<file path="config.mk">
export PLATFORM = sky130hd
export DESIGN_NAME = mult_accumulator
export DESIGN_NICKNAME = d
export VERILOG_FILES = /design/src/rtl/mult_accumulator.sv
export SDC_FILE = /design/constraint.sdc
export NUM_CORES = 1
export LEC_CHECK = 0
export BUFFER_PORTS_ARGS = -buffer_cell sky130_fd_sc_hd__buf_2
export CELL_PAD_IN_SITES_DETAIL_PLACEMENT = 0
export CELL_PAD_IN_SITES_GLOBAL_PLACEMENT = 2
export CORE_MARGIN = 3
export CORE_UTILIZATION = 25
export DETAILED_ROUTE_END_ITERATION = 10
export GPL_TIMING_DRIVEN = 0
export PLACE_DENSITY_LB_ADDON = 0.1
export SETUP_SLACK_MARGIN = 0.4
export SLEW_MARGIN = 20
export SYNTH_ARGS = -nofsm -noshare
export SYNTH_HDL_FRONTEND = slang
export SYNTH_SLANG_ARGS = --single-unit
</file>
<file path="constraint.sdc">
create_clock -name clk -period 6.75 [get_ports clk]
set_clock_uncertainty 0.2 [all_clocks]
set_input_delay 0.3375 -clock clk [delete_from_list [all_inputs] [get_ports clk]]
set_output_delay 0.3375 -clock clk [all_outputs]
set_load 0.01 [all_outputs]
</file>
<file path="src/rtl/mult_accumulator.sv">
// Burst accumulator for signed 2N-bit products with a guard-extended sum and a sticky overflow flag.
// Optional feature: define MULT_ACC_SATURATE_EN to clamp on overflow instead of wrapping.
module mult_accumulator #(
   parameter int N  = 32,
   parameter int G  = 8,
   parameter int LW = 8
) (
   input  logic                 clk,
   input  logic                 rst_n,
   input  logic                 start,
   input  logic [LW-1:0]        len,
   input  logic                 abort,
   input  logic                 in_valid,
   output logic                 in_ready,
   input  logic [2*N-1:0]       in_product,
   output logic                 out_valid,
   input  logic                 out_ready,
   output logic [2*N+G-1:0]     out_acc,
   output logic [LW-1:0]        out_count,
   output logic                 ovf,
   output logic                 busy,
   output logic [1:0]           fsm_state
);

   localparam int AW = 2*N+G;

   // Handshakes: a transfer happens on a rising edge where valid and ready are
   // both high; ready and valid are decoded from the state register only.

   typedef enum logic [1:0] {
      IDLE  = 2'd0,
      ACCUM = 2'd1,
      DONE  = 2'd2
   } state_t;

   state_t          state;
   state_t          state_next;
   logic [LW-1:0]   len_q;
   logic [AW-1:0]   acc;
   logic [LW-1:0]   count;
   logic            ovf_q;

   logic            start_ok;
   logic            beat;
   logic            last_beat;
   logic [LW-1:0]   count_inc;
   logic [AW:0]     sum_full;
   logic            ovf_beat;
   logic [AW-1:0]   acc_next;

   assign start_ok  = (state == IDLE) && start && !abort;
   assign beat      = (state == ACCUM) && in_valid && !abort;
   assign count_inc = count + 1'b1;
   assign last_beat = beat && (count_inc == len_q);

   // One extra bit of headroom: the top two bits disagree exactly when the true sum leaves the AW range.
   assign sum_full  = {acc[AW-1], acc} + {{(G+1){in_product[2*N-1]}}, in_product};
   assign ovf_beat  = sum_full[AW] ^ sum_full[AW-1];

`ifdef MULT_ACC_SATURATE_EN
   always_comb begin
      acc_next = sum_full[AW-1:0];
      if (ovf_beat) begin
         if (sum_full[AW])
            acc_next = {1'b1, {(AW-1){1'b0}}};
         else
            acc_next = {1'b0, {(AW-1){1'b1}}};
      end
   end
`else
   assign acc_next = sum_full[AW-1:0];
`endif

   // State register
   always_ff @(posedge clk or negedge rst_n) begin
      if (!rst_n)
         state <= IDLE;
      else
         state <= state_next;
   end

   // Next-state logic
   always_comb begin
      state_next = state;
      if (abort) begin
         state_next = IDLE;
      end else begin
         unique case (state)
            IDLE: begin
               if (start) begin
                  if (len != '0)
                     state_next = ACCUM;
                  else
                     state_next = DONE;
               end
            end
            ACCUM: begin
               if (last_beat)
                  state_next = DONE;
            end
            DONE: begin
               if (out_ready)
                  state_next = IDLE;
            end
            default: state_next = IDLE;
         endcase
      end
   end

   // Output decode
   always_comb begin
      in_ready  = 1'b0;
      out_valid = 1'b0;
      busy      = 1'b0;
      unique case (state)
         IDLE:    ;
         ACCUM: begin
            in_ready = 1'b1;
            busy     = 1'b1;
         end
         DONE: begin
            out_valid = 1'b1;
            busy      = 1'b1;
         end
         default: ;
      endcase
   end

   // Datapath registers; abort leaves them untouched because start_ok and beat both exclude it.
   always_ff @(posedge clk or negedge rst_n) begin
      if (!rst_n) begin
         len_q <= '0;
         acc   <= '0;
         count <= '0;
         ovf_q <= 1'b0;
      end else if (start_ok) begin
         len_q <= len;
         acc   <= '0;
         count <= '0;
         ovf_q <= 1'b0;
      end else if (beat) begin
         acc   <= acc_next;
         count <= count_inc;
         if (ovf_beat)
            ovf_q <= 1'b1;
      end
   end

   assign out_acc   = acc;
   assign out_count = count;
   assign ovf       = ovf_q;
   assign fsm_state = state;

endmodule
</file>
Word-level counts from Yosys, hierarchy flattened
Index checks and enable logic that the tools add are counted.
{"block": "classes", "shift": 0, "n_mux": 16, "reduce_logical": 13, "n_eq_ne": 6, "add_sub_neg": 2, "mul": 0, "bitwise_logic": 1, "n_div": 0, "order_cmp": 0}
{"operator": "2-to-1 mux 72 bit", "count": 2}
{"operator": "adder 72 x 64 -> 73 bit", "count": 1}
{"operator": "2-to-1 mux 8 bit", "count": 2}
{"operator": "2-to-1 mux 2 bit", "count": 5}
{"operator": "!= test 3 bit, second input constant", "count": 3}
{"operator": "adder 8 x 1 -> 8 bit, second input constant", "count": 1}
{"operator": "equality test 8 bit", "count": 1}
{"operator": "nonzero test 8 bit", "count": 1}
{"operator": "2-to-1 mux 1 bit", "count": 6}
{"operator": "one-hot mux 2 bit (3 select lines)", "count": 1}
{"operator": "logical AND 1 bit", "count": 5}
{"operator": "nonzero test 2 bit", "count": 2}
{"operator": "AND reduction 3 bit", "count": 1}
{"operator": "equality test 2 x 1 -> 1 bit, second input constant", "count": 1}
{"operator": "equality test 2 bit, second input constant", "count": 1}
{"operator": "logical NOT 2 bit", "count": 1}
{"operator": "AND reduction 2 bit", "count": 1}
{"operator": "OR reduction 2 bit", "count": 1}
{"operator": "logical NOT 1 bit", "count": 1}
{"operator": "bitwise XOR 1 bit", "count": 1}
{"block": "totals", "wordCells": 43, "rom_bits": 0, "latchBits": 0, "regBits": 91, "out_inout_bits": 86, "mem_count": 0, "mem_bits_rw": 0, "input_bits": 78}

Depth between registers and ports, before layout
Gate-level depths: netlist of run 1.
{"block": "logic_depth", "depth_word": 7, "ltp_mapped": 12, "depth_no_buf": 12}

Least setup slack after synthesis of run 1
OpenSTA, ideal clock, no wires.
{"block": "synth_timing", "path_kind": "register to register", "from": "register acc[0], in the netlist out_acc[0]", "to": "register acc[64], in the netlist out_acc[64]", "n_path_buf": 0, "t_arrival_ps": 3090, "stages_incl_launch_ff": 13, "period_less_slack_ps": 3427, "required_ps": 6413, "setup_slack_ps": 3323, "setup_time_ps": 137, "path_cell_list": "dfrtp_1 ha_1 fa_1 a21o_1 a221oi_2 nor4_1 o311a_1 a211o_1 a31o_2 o31ai_4 o21ai_1 xnor2_1 a21oi_1"}
{"block": "synth_between", "elab_chain_cells": 3}
{"element": "start, declared", "line": "39", "text": "logic [AW-1:0] acc;"}
{"element": "start signal, assigned", "line": "142", "text": "acc <= acc_next;"}
{"element": "adder 72 x 64 -> 73 bit", "line": "57", "text": "assign sum_full = {acc[AW-1], acc} + {{(G+1){in_product[2*N-1]}}, in_product};"}
{"element": "2-to-1 mux 72 bit", "line": "141", "text": "end else if (beat) begin"}
{"element": "2-to-1 mux 72 bit", "line": "136", "text": "end else if (start_ok) begin"}
Every way passes these cells. The select of a mux whose other input is x is not followed.
A chain may end at the register's enable or synchronous reset.

Worst setup path in the final report of run 1
{"block": "layout_timing", "from": "register acc[0], in the netlist out_acc[0]", "to": "register acc[58], in the netlist out_acc[58]"}
Same word-level chain as after synthesis.

==> flow_metrics.env, run 1 <==
export IMPL_status="finished clean"
export IMPL_maxCapViolCount=0
export IMPL_multi_input_area_um2=5670
export IMPL_cp_max_fo=6
export IMPL_setup_viol=0
export IMPL_mostFrequentLayoutCells="204 x nand2_1, 173 x buf_2, 147 x a21oi_1, 91 x dfrtp_1, 76 x ha_1"
export IMPL_required_ns=6.79
export IMPL_slowest_delay_ns=0.46
export IMPL_grt_ovfl_total=0
export IMPL_cts_buffers=9
export IMPL_ys_types=70
export IMPL_grt_setup_unrepaired="false"
export IMPL_root_buffer="clkbuf_16"
export IMPL_vdd_drop_max_uv=136
export IMPL_cp_arrival_ns=4.29
export IMPL_hpwl_um=24900
export IMPL_drtIter0Drc=279
export IMPL_avgSynthCellArea_um2=7.79
export IMPL_end_kind="register"
export IMPL_max_freq_mhz=236
export IMPL_worst_slack_ns=2.50
export IMPL_slowest_stage="a21oi_2"
export IMPL_p_switching_mw=2.41
export IMPL_port_buffers=163
export IMPL_rows=66
export IMPL_synthFlopType="dfrtp_1"
export IMPL_dr_pass1_iters=5
export IMPL_crit_path_start_kind="register"
export IMPL_critPathKind="reg2reg"
export IMPL_insertion_delay_ns=0.38
export IMPL_fillers=3667
export IMPL_yosysSeqAreaShare_pct=27.4
export IMPL_power_density_nw_per_um2=469
export IMPL_grt_pass1_vias=8458
export IMPL_swShare_pct=50.8
export IMPL_synth_edff_count=0
export IMPL_final_area_um2=10100
export IMPL_n_antenna_cell=0
export IMPL_tightestPinTransition_ns=0.951
export IMPL_initial_core_util_pct=25.4
export IMPL_vias=8290
export IMPL_period_share_pct=62.9
export IMPL_p_comb_share_pct=66.3
export IMPL_hold_violations=0
export IMPL_post_cts_buffers=0
export IMPL_finalMaxSlewViolations=0
export IMPL_core_region_area_um2=32600
export IMPL_setup_tns_final_ns=0
export IMPL_synth_nets=1220
export IMPL_ff2ff_path_depth=12
export IMPL_synth_seq_cells=91
export IMPL_pwr_share_seq_pct=21.5
export IMPL_max_slew_margin_pct=36.6
export IMPL_place_ws_ns=2.41
export IMPL_period_minus_slack_ns=4.25
export IMPL_yosysWarnings=0
export IMPL_drive_gt1_share_pct=17.7
export IMPL_grt_usage_pct=17.6
export IMPL_netlist_area_leader_share_pct=27.4
export IMPL_synth_area_um2=8300
export IMPL_total_power_mw=4.75
export IMPL_p_int_mw=2.33
export IMPL_p_leak_nw=4.86
export IMPL_route_detailed_drc=0
export IMPL_power_frac_clock_pct=12.2
export IMPL_grt_first_pass_wirelength_um=49000
export IMPL_synthTopCellsByArea="dfrtp_1 27%, ha_1 11%, nand2_1 9.2%"
export IMPL_whs_ns=0.192
export IMPL_die_w_um=188
export IMPL_yosys_area_top_type="dfrtp_1"
export IMPL_hp_class="in2reg"
export IMPL_regArea_um2=2280
export IMPL_grt_antenna_before_repair=0
export IMPL_place_area_um2=9700
export IMPL_clock_path_buffers=2
export IMPL_grt_max_degree=50
export IMPL_htreeDepth=3
export IMPL_clkTransAtPathRegs_ns=0.07
export IMPL_finalWeightedCongestion=0.793
export IMPL_dieArea_um2=35400
export IMPL_nets=1405
export IMPL_die_y_um=188
export IMPL_wl_per_cell_um=18.3
export IMPL_antenna_left=0
export IMPL_io_pins=164
export IMPL_cts_tree="yes"
export IMPL_syn2layout_area_growth_pct=22.0
export IMPL_drt_total_wl_um=31100
export IMPL_synth_cells=1065
export IMPL_final_common_cell="nand2_1"
export IMPL_via_per_inst=4.89
export IMPL_regToRegSetupSlack_ns=2.50
export IMPL_synthArstFlopShare_pct=100
export IMPL_min_path_cells=4
export IMPL_path_cells="ha_1 -> fa_1 -> a21o_1 -> a221oi_2 -> nor4_1 -> o31ai_1 -> o211ai_1 -> a21oi_2 -> o311ai_1 -> a41oi_1 -> xnor2_1 -> o21ai_1"
export IMPL_cts_sinks=91
==> flip-flops by register name, summed over array words and instances (netlist names) <==
signal     count
out_acc       72
fsm_state      2
ovf            1
len_q          8
out_count      8
==> layer usage <==
layer / vias to the layer above / global-route usage [%] / wire length (µm)
li1: 4189 / - / -
met1: 3956 / 25.5 / 16100
met2: 131 / 27.7 / 13700
met3: 14 / 2.64 / 1040
met4: 0 / 3.64 / 278
met5: - / 0 / 0
==> cell usage after synthesis, types with 27 or more instances <==
master / instances
a21o_1: 38
a21oi_1: 147
clkbuf_1: 42
dfrtp_1: 91
ha_1: 76
nand2_1: 204
nand4_1: 27
nor2_1: 53
o21ai_0: 34
xnor2_1: 55
xor2_1: 31
==> cell type report <==
class | count | share of cell area, %
flip-flops and latches | 91 | 22.5
inverters | 26 | 0.964
multi-input cells | 889 | 56.0
plain buffers | 59 | 2.55
well taps | 442 | 5.46
clock inverters | 5 | 0.667
clock buffers | 11 | 2.50
repair buffers | 174 | 9.38
==> final timing paths <==
check | startpoint | end
max | out_acc[0]$_DFFE_PN0P_ | out_acc[58]$_DFFE_PN0P_
min | in_product[0] | out_acc[0]$_DFFE_PN0P_
max reg2reg | out_acc[0]$_DFFE_PN0P_ | out_acc[58]$_DFFE_PN0P_
min reg2reg | len_q[5]$_DFFE_PN0P_ | len_q[5]$_DFFE_PN0P_
max in group asynchronous | rst_n | out_acc[62]$_DFFE_PN0P_
min in group asynchronous | rst_n | out_acc[28]$_DFFE_PN0P_
==> kinds of logic after synthesis <==
family	Yosys count	synth area share (%)
compound gates	348	26.8
simple gates	376	20.5
fa+ha+maj	77	11.7
xor+xnor	86	9.08
buf+inv	85	4.28
flops	91	27.4
mux	2	0.241
==> worst max-delay path, delay by kind of cell (launching register included) <==
family	cells	cell delay (ns)
flops	1	0.43
fa+ha+maj	2	0.67
simple gates	1	0.15
compound gates	8	2.49
xor+xnor	1	0.17
==> per-stage QoR <==
step | util, % | std cells
floorplan | - | 1065
global placement | 29.6 | 1670
detailed placement | 29.7 | 1671
CTS | 31.0 | 1697
global route | 31.0 | 1697
finish | 31.0 | 1697
==> timing repair <==
item                      CTS  global route
hold endpoints to repair   52             0
hold buffers               10             0
gates resized for setup     0             0
==> power groups by stage <==
stage | Sequential, mW | Combinational, mW | Clock [mW]
floorplan | 1.08 | 2.12 | 0
global placement | 1.03 | 3.18 | 0
detailed placement | 1.03 | 3.16 | 0
CTS | 1.02 | 3.19 | 0.605
global route | 1.06 | 3.55 | 0.623
finish | 1.02 | 3.15 | 0.579
(Power assumes the default switching activity.)
==> inputs of run 2 (changes only) <==
clock period = 3.5 ns   (was 6.75 ns; I/O delays follow)
==> flow_metrics.env, run 2 (synthesized netlist as in run 1, its figures left out) <==
export IMPL_grt_pass1_vias=8797
export IMPL_setup_tns_final_ns=-0.303
export IMPL_total_power_mw=11.0
export IMPL_cts_tree="yes"
export IMPL_power_density_nw_per_um2=926
export IMPL_period_minus_slack_ns=3.61
export IMPL_cts_buffers=9
export IMPL_core_region_area_um2=32600
export IMPL_drtIter0Drc=373
export IMPL_r2r_end="out_acc[56]$_DFFE_PN0P_"
export IMPL_p_leak_nw=5.63
export IMPL_die_y_um=188
export IMPL_hold_violations=0
export IMPL_n_antenna_cell=0
export IMPL_grt_first_pass_wirelength_um=50200
export IMPL_antenna_left=0
export IMPL_clkTransAtPathRegs_ns=0.08
export IMPL_drt_total_wl_um=32500
export IMPL_clock_path_buffers=2
export IMPL_finalWeightedCongestion=0.823
export IMPL_nets=1486
export IMPL_ff2ff_path_depth=13
export IMPL_wl_per_cell_um=18.3
export IMPL_grt_setup_unrepaired="true"
export IMPL_grt_ovfl_total=0
export IMPL_io_pins=164
export IMPL_cts_sinks=91
export IMPL_via_per_inst=4.90
export IMPL_hp_class="in2async"
export IMPL_insertion_delay_ns=0.38
export IMPL_grt_antenna_before_repair=0
export IMPL_dieArea_um2=35400
export IMPL_regToRegSetupSlack_ns=-0.11
export IMPL_syn2layout_area_growth_pct=43.8
export IMPL_route_detailed_drc=0
export IMPL_cp_max_fo=3
export IMPL_grt_usage_pct=18.0
export IMPL_setup_viol=7
export IMPL_max_freq_mhz=277
export IMPL_finalMaxSlewViolations=0
export IMPL_crit_path_start_kind="register"
export IMPL_maxCapViolCount=0
export IMPL_port_buffers=163
export IMPL_hpwl_um=25000
export IMPL_status="complete, but fails checks"
export IMPL_reg2reg_from="out_acc[0]$_DFFE_PN0P_"
export IMPL_cp_arrival_ns=3.71
export IMPL_end_kind="register"
export IMPL_dr_pass1_iters=4
export IMPL_fin_util_pct=36.6
export IMPL_period_share_pct=103
export IMPL_violations="negative setup slack"
export IMPL_largest_register_ffs=72
export IMPL_htreeDepth=3
export IMPL_drive_gt1_share_pct=33.8
export IMPL_dp_cells=1671
export IMPL_mostFrequentLayoutCells="199 x nand2_1, 164 x buf_2, 106 x a21oi_1, 89 x dfrtp_1, 62 x ha_1"
export IMPL_die_w_um=188
export IMPL_grt_max_degree=67
export IMPL_vdd_drop_max_uv=362
export IMPL_final_area_um2=11900
export IMPL_root_buffer="clkbuf_16"
export IMPL_initial_core_util_pct=25.4
export IMPL_place_area_um2=9740
export IMPL_tightestPinTransition_ns=0.996
export IMPL_whs_ns=0.0288
export IMPL_critPathKind="reg2reg"
export IMPL_place_ws_ns=-0.509
export IMPL_layout_cells_non_filler=1778
export IMPL_max_slew_margin_pct=33.6
export IMPL_final_common_cell="nand2_1"
export IMPL_worst_slack_ns=-0.113
export IMPL_required_ns=3.59
export IMPL_rows=66
export IMPL_vias=8707
==> run 2: cell count changes in the layout (fill, tap and decap cells not counted), sizes merged <==
cell    change
buf        +85
bufinv      -1
clkbuf      -5
clkinv      +1
inv         +1
==> run 2: per-layer routing <==
layer  up-vias  track usage [%]  wire, µm
li1       4346                -         -
met1      4191             25.9     16500
met2       148             28.1     14500
met3        22             2.98      1110
met4         0             4.36       470
met5         -                0         0
==> run 2: worst max path at each step <==
stage	start	to	slack [ns]	cells after the start
after global placement	out_acc[0]$_DFFE_PN0P_	out_acc[48]$_DFFE_PN0P_	-0.56	12
after global routing	out_acc[0]$_DFFE_PN0P_	out_acc[56]$_DFFE_PN0P_	-0.24	13
final	out_acc[0]$_DFFE_PN0P_	out_acc[56]$_DFFE_PN0P_	-0.11	13
after CTS	out_acc[0]$_DFFE_PN0P_	ovf$_DFFE_PN0P_	-0.27	12
after floorplan	out_acc[0]$_DFFE_PN0P_	out_acc[64]$_DFFE_PN0P_	0.20	12
after detailed placement	out_acc[0]$_DFFE_PN0P_	out_acc[58]$_DFFE_PN0P_	-0.51	12
==> run 2: report_power, final <==
group / internal [mW] / leakage (nW) / switching, mW
clock: 0.491 / 0.138 / 0.513
combinational: 3.64 / 4.27 / 4.44
sequential: 1.52 / 1.22 / 0.437
total: 5.65 / 5.63 / 5.39
==> run 2: timing repair <==
item | in CTS | in global routing
resized for setup | 115 | 169
pin swaps | 74 | 67
endpoints found under the hold margin | 101 | 0
setup buffers | 39 | 42
hold buffers | 10 | 0
endpoints found under the setup margin | 60 | 56
==> run 2: worst max-delay path: stages (launching register included) <==
cell and delay [ns]:
dfrtp_1 0.39, ha_2 0.20, fa_2 0.36, a21o_1 0.21
a221oi_4 0.28, nor4_2 0.10, o311a_1 0.37, a211o_4 0.38
a31o_4 0.28, o31ai_4 0.25, buf_4 0.18, xnor2_2 0.10
nand2_1 0.08, a21oi_2 0.15
==> run 2: area by class of cell <==
class,count,area [µm²]
Sequential cell,91,2280
Clock inverter,6,45.0
Inverter,26,97.6
Clock buffer,10,229
Multi-Input combinational cell,889,6690
Fill cell,3507,20700
Tap cell,442,553
Timing Repair Buffer,255,1690
Buffer,59,349
